File: src/rtl/fetch_ctrl.sv
// Instruction fetch sequencer: owns the PC, buffers {pc, instr} in a prefetch FIFO, flushes on redirect.
// Optional build macro FETCH_PERF_CNT_EN adds saturating fetched/flushed performance counters.
module fetch_ctrl #(
    parameter int          DEPTH    = 4,
    parameter logic [31:0] RESET_PC = 32'h0000_0000
) (
    input  logic        clk,
    input  logic        rst_n,
    input  logic        fetch_en,
    output logic [31:0] imem_addr,
    input  logic [31:0] imem_rdata,
    input  logic        imem_ready,
    input  logic        redirect_valid,
    input  logic [31:0] redirect_pc,
    output logic        out_valid,
    input  logic        out_ready,
    output logic [31:0] out_instr,
    output logic [31:0] out_pc,
    output logic        busy
`ifdef FETCH_PERF_CNT_EN
    ,
    output logic [31:0] perf_fetched,
    output logic [31:0] perf_flushed
`endif
);

    localparam int AW = $clog2(DEPTH);
    localparam int CW = $clog2(DEPTH) + 1;
    localparam logic [CW-1:0] DEPTH_C = CW'(DEPTH);
    localparam logic [CW-1:0] CNT_ONE = CW'(1);
    localparam logic [AW-1:0] PTR_ONE = AW'(1);

    logic [31:0]   pc_q, pc_d;
    logic [AW-1:0] rd_ptr_q, rd_ptr_d;
    logic [AW-1:0] wr_ptr_q, wr_ptr_d;
    logic [CW-1:0] count_q, count_d;
    logic [31:0]   instr_q [DEPTH];
    logic [31:0]   pcs_q   [DEPTH];
    logic          push, pop;

    assign imem_addr = pc_q;
    assign out_valid = (count_q != '0);
    assign out_instr = out_valid ? instr_q[rd_ptr_q] : 32'h0;
    assign out_pc    = out_valid ? pcs_q[rd_ptr_q]   : 32'h0;
    assign busy      = out_valid | (fetch_en & ~redirect_valid);

    // Redirect overrides both push and pop; a full FIFO may still push when it pops in the same cycle.
    always_comb begin
        pop      = out_valid & out_ready;
        push     = fetch_en & imem_ready & ~redirect_valid & ((count_q < DEPTH_C) | pop);
        pc_d     = pc_q;
        rd_ptr_d = rd_ptr_q;
        wr_ptr_d = wr_ptr_q;
        count_d  = count_q;
        if (redirect_valid) begin
            pc_d     = redirect_pc & 32'hFFFF_FFFC;
            rd_ptr_d = '0;
            wr_ptr_d = '0;
            count_d  = '0;
        end else begin
            if (push) begin
                pc_d     = pc_q + 32'd4;
                wr_ptr_d = wr_ptr_q + PTR_ONE;
            end
            if (pop) begin
                rd_ptr_d = rd_ptr_q + PTR_ONE;
            end
            if (push && !pop) begin
                count_d = count_q + CNT_ONE;
            end else if (pop && !push) begin
                count_d = count_q - CNT_ONE;
            end
        end
    end

    always_ff @(posedge clk or negedge rst_n) begin
        if (!rst_n) begin
            pc_q     <= RESET_PC;
            rd_ptr_q <= '0;
            wr_ptr_q <= '0;
            count_q  <= '0;
        end else begin
            pc_q     <= pc_d;
            rd_ptr_q <= rd_ptr_d;
            wr_ptr_q <= wr_ptr_d;
            count_q  <= count_d;
        end
    end

    // When full, the write slot equals the head being popped this cycle, so overwriting it is safe.
    always_ff @(posedge clk or negedge rst_n) begin
        if (!rst_n) begin
            for (int i = 0; i < DEPTH; i++) begin
                instr_q[i] <= 32'h0;
                pcs_q[i]   <= 32'h0;
            end
        end else if (push) begin
            instr_q[wr_ptr_q] <= imem_rdata;
            pcs_q[wr_ptr_q]   <= pc_q;
        end
    end

`ifdef FETCH_PERF_CNT_EN
    logic [31:0] perf_fetched_q, perf_flushed_q;
    logic [32:0] flushed_sum;

    assign flushed_sum  = {1'b0, perf_flushed_q} + 33'(count_q);
    assign perf_fetched = perf_fetched_q;
    assign perf_flushed = perf_flushed_q;

    always_ff @(posedge clk or negedge rst_n) begin
        if (!rst_n) begin
            perf_fetched_q <= 32'h0;
            perf_flushed_q <= 32'h0;
        end else begin
            if (push && (perf_fetched_q != 32'hFFFF_FFFF)) begin
                perf_fetched_q <= perf_fetched_q + 32'd1;
            end
            if (redirect_valid) begin
                perf_flushed_q <= flushed_sum[32] ? 32'hFFFF_FFFF : flushed_sum[31:0];
            end
        end
    end
`endif

endmodule

File: config.mk
export PLATFORM = sky130hd
export DESIGN_NAME = fetch_ctrl
export DESIGN_NICKNAME = d
export VERILOG_FILES = /design/src/rtl/fetch_ctrl.sv
export SDC_FILE = /design/constraint.sdc
export NUM_CORES = 1
export LEC_CHECK = 0
export CORE_UTILIZATION = 50
export DETAILED_ROUTE_END_ITERATION = 10
export HOLD_SLACK_MARGIN = 0.15
export PLACE_DENSITY_LB_ADDON = 0.12
export SKIP_LAST_GASP = 1
export SYNTH_ARGS = -nofsm -noshare
export SYNTH_HDL_FRONTEND = slang
export SYNTH_SLANG_ARGS = --single-unit
File: constraint.sdc
create_clock -name clk -period 3.6 [get_ports clk]
set_input_delay 0.54 -clock clk [delete_from_list [all_inputs] [get_ports clk]]
set_output_delay 0.54 -clock clk [all_outputs]
set_load 0.01 [all_outputs]
==> impl_metrics.csv <==
group,metric,value,unit
yosys,ys_ff_latch,285,
place,dp_hpwl,19200,um
timing,min_period,3.33,ns
yosys,muxShareOfSynthArea,30.0,%
outcome,failed_checks,"DRC",
cells_and_area,drive_above_1_share,34.8,%
yosys,yosys.area.top_type,"dfrtp_1",
yosys,ys_types,50,
power_and_ir_drop,ir_drop,0.414,mV
route,detail_route.first_pass.iterations,8,
timing,slew_violations,0,
die,start_util,51.4,%
route,drc,28,
global_routing,overflow,0,
place,dp.cells,1405,
cells_and_area,fill_cells,2047,
power_and_ir_drop,p_sw_share,27.9,%
yosys,yosys_warnings,0,
power_and_ir_drop,power_frac_comb,31.6,%
global_routing,grt_use_total,22.6,%
clock_tree,path_clk_slew,0.06,ns
yosys,synthTopCellsByArea,"dfrtp_1 53%, mux2_2 19%, mux4_2 10%, and2_1 2.9%, nand2_1 1.5%",
yosys,synth_top_area_share,52.9,%
yosys,synth-simple-area-share,7.63,%
yosys,synth-edff-count,0,
power_and_ir_drop,p_total,11.4,mW
global_routing,antenna_found_initial,0,
clock_tree,cts_tree,"yes",
yosys,synth-xor-area-share,0.390,%
yosys,seq_area_frac_synth,52.9,%
route,drt_iter0_drc,513,
power_and_ir_drop,seq_power_share,39.2,%
timing,worst_hold_slack,0.478,ns
place,dp_slack,0.441,ns
route,wl_per_cell,20.7,um
yosys,yosys.area_share.adder,0.613,%
setup_path,critPathRequiredTime,3.06,ns
die,die_area,27600,um2
route,num_vias,8483,
cells_and_area,final-instance-count-excl-fill,1465,
timing,worst_pin_slew,0.799,ns
route,drtAntennaViolNets,0,
cells_and_area,finalInstanceArea,16500,um2
setup_path,crit_path_max_fanout,26,
setup_path,rrSetupSlack,1.11,ns
die,coreArea,26200,um2
timing,hold_violations,0,
place,gp_congestion,0.756,
setup_path,arrival,2.79,ns
place,placed_area,15400,um2
die,die_w,166,um
clock_tree,post-cts-setup-buffer-count,0,
timing,fmax,0.300,GHz
yosys,async_flop_share,100,%
yosys,netlist_instances,963,
cells_and_area,finalNetCount,1180,
global_routing,grt_first_pass_wirelength,49000,um
die,rows,59,
clock_tree,clock-sinks,285,
yosys,syn_area_per_cell,14.0,um2
timing,setup_tns,0,ns
power_and_ir_drop,clkPwrFrac,29.2,%
hold_path,hp-class,"flip-flop to flip-flop",
setup_path,end_kind,"output port",
outcome,outcome,"finished, violations left",
route,viasPerCell,5.79,
power_and_ir_drop,switchingPower,3.18,mW
yosys,syn-cell-area,13500,um2
yosys,synth_top_family_by_area,"multiplexers",
route,wl,30300,um
setup_path,worst_setup_path_start_kind,"flip-flop",
clock_tree,clockBufferDepth,3,
timing,skew,0.0138,ns
clock_tree,cts_buffers,31,
cells_and_area,fin_util,62.9,%
die,die_h,166,um
job,cap_violations,0,
timing,slew_headroom,46.4,%
power_and_ir_drop,power_density,692,nW/um2
timing,setup_viol,0,
place,port_buffers,161,
power_and_ir_drop,p_int,8.23,mW
power_and_ir_drop,leakagePower,7.30,nW
die,ios,168,
cells_and_area,syn_to_final_growth,22.3,%
timing,fin_crit_sh,92.6,%
global_routing,grt_max_degree,113,
clock_tree,root_buffer,"clkbuf_16",
setup_path,path_class,"flip-flop to output port",
global_routing,grt_pass1_vias,8871,
timing,setup_ws,0.268,ns
yosys,synth-compound-area-share,4.54,%
clock_tree,cts_htree_levels,1,
yosys,synthFlopType,"dfrtp_1",
clock_tree,clock_latency,0.56,ns
timing,rsz0062_at_grt,"no",
-- cells by family (layout without fill, tap and decap cells) --
group | after synthesis | after routing
AOI/OAI and AO/OA | 86 | 86
muxes | 297 | 297
xor gates and xnor gates | 6 | 6
other | 1 | 5
buffers and inverters | 93 | 256
and+or+nand+nor | 189 | 189
DFF | 285 | 285
adders and majority gates | 6 | 6
-- synthesized netlist by cell type, drive strengths merged, types with 7 or more instances --
cell type	n
dfrtp	285
and2	63
and3	8
clkbuf	24
mux4	62
buf	58
o311ai	17
o211ai	8
o21ai	29
nand2	55
inv	11
nor2	12
mux2	233
a21oi	7
nand4	16
nand3	18
-- layout make-up --
class	count	area, um2	area share, %
multi-input cells	588	5860	35.6
diodes	1	2.50	0.0152
clock buffers	37	818	4.97
clock inverters	21	265	1.61
flip-flops and latches	285	7140	43.3
well taps	335	419	2.54
inverters	11	41.3	0.251
repair buffers	187	1930	11.7
-- flip-flops by register name, summed over array words and instances (netlist names) --
name	count
instr_q	128
pcs_q	120
imem_addr	30
count_q	3
rd_ptr_q	2
wr_ptr_q	2
-- critical path, cell delays in order, from the launching register on --
cell and delay, ns:
dfrtp_4 0.67, buf_12 0.30, mux4_2 0.59, and2_1 0.18, clkdlybuf4s50_1 0.47
-- power by group through the flow --
stage               clock (mW)  combinational, mW  sequential [mW]
floorplan                    0               2.22             4.32
global placement             0               3.59             4.49
detailed placement           0               3.65             4.52
CTS                       3.40               3.67             4.47
global route              3.52               3.90             4.59
finish                    3.33               3.61             4.47
-- layer usage --
| metal | track usage, % | vias up | part of all wire (%) |
|---|---|---|---|
| met5 | 0 | - | 0 |
| met1 | 30.7 | 4428 | 44 |
| li1 | - | 3823 | - |
| met4 | 6.70 | 0 | 2.6 |
| met2 | 38.0 | 187 | 49 |
| met3 | 3.29 | 45 | 4.3 |
-- timing repair --
action                                 CTS  global route
endpoints found under the hold margin   92             0
setup endpoints to repair                0             0
resized for setup                        0             0
hold buffers                             1             0
-- placed cells by master, fill, tap and decap left out, types with 11 or more instances in the layout --
cell type        netlist  final
dfrtp_1              285    283
mux2_2               233    233
clkdlybuf4s50_1        0    160
and2_1                63     63
mux4_2                62     62
nand2_1               54     50
clkbuf_16              0     31
o21ai_0               29     29
nand3_1               18     18
o311ai_0              17     17
buf_4                 16     16
nand4_1               15     15
clkinv_2               0     12
inv_1                 11     11
nor2_1                11     11
-- path summary, 6_finish.rpt --
kind / cells after the start / end / startpoint
setup / recovery: 4 / out_pc[2] / rd_ptr_q[0]
hold / removal: 2 / pcs_q[90] / pcs_q[90]
setup reg to reg: 5 / imem_addr[31] / imem_addr[8]
hold reg to reg: 2 / pcs_q[90] / pcs_q[90]
max in group asynchronous: 3 / pcs_q[93] / rst_n
min in group asynchronous: 2 / instr_q[23] / rst_n
Power figures use the tool's default switching activity.
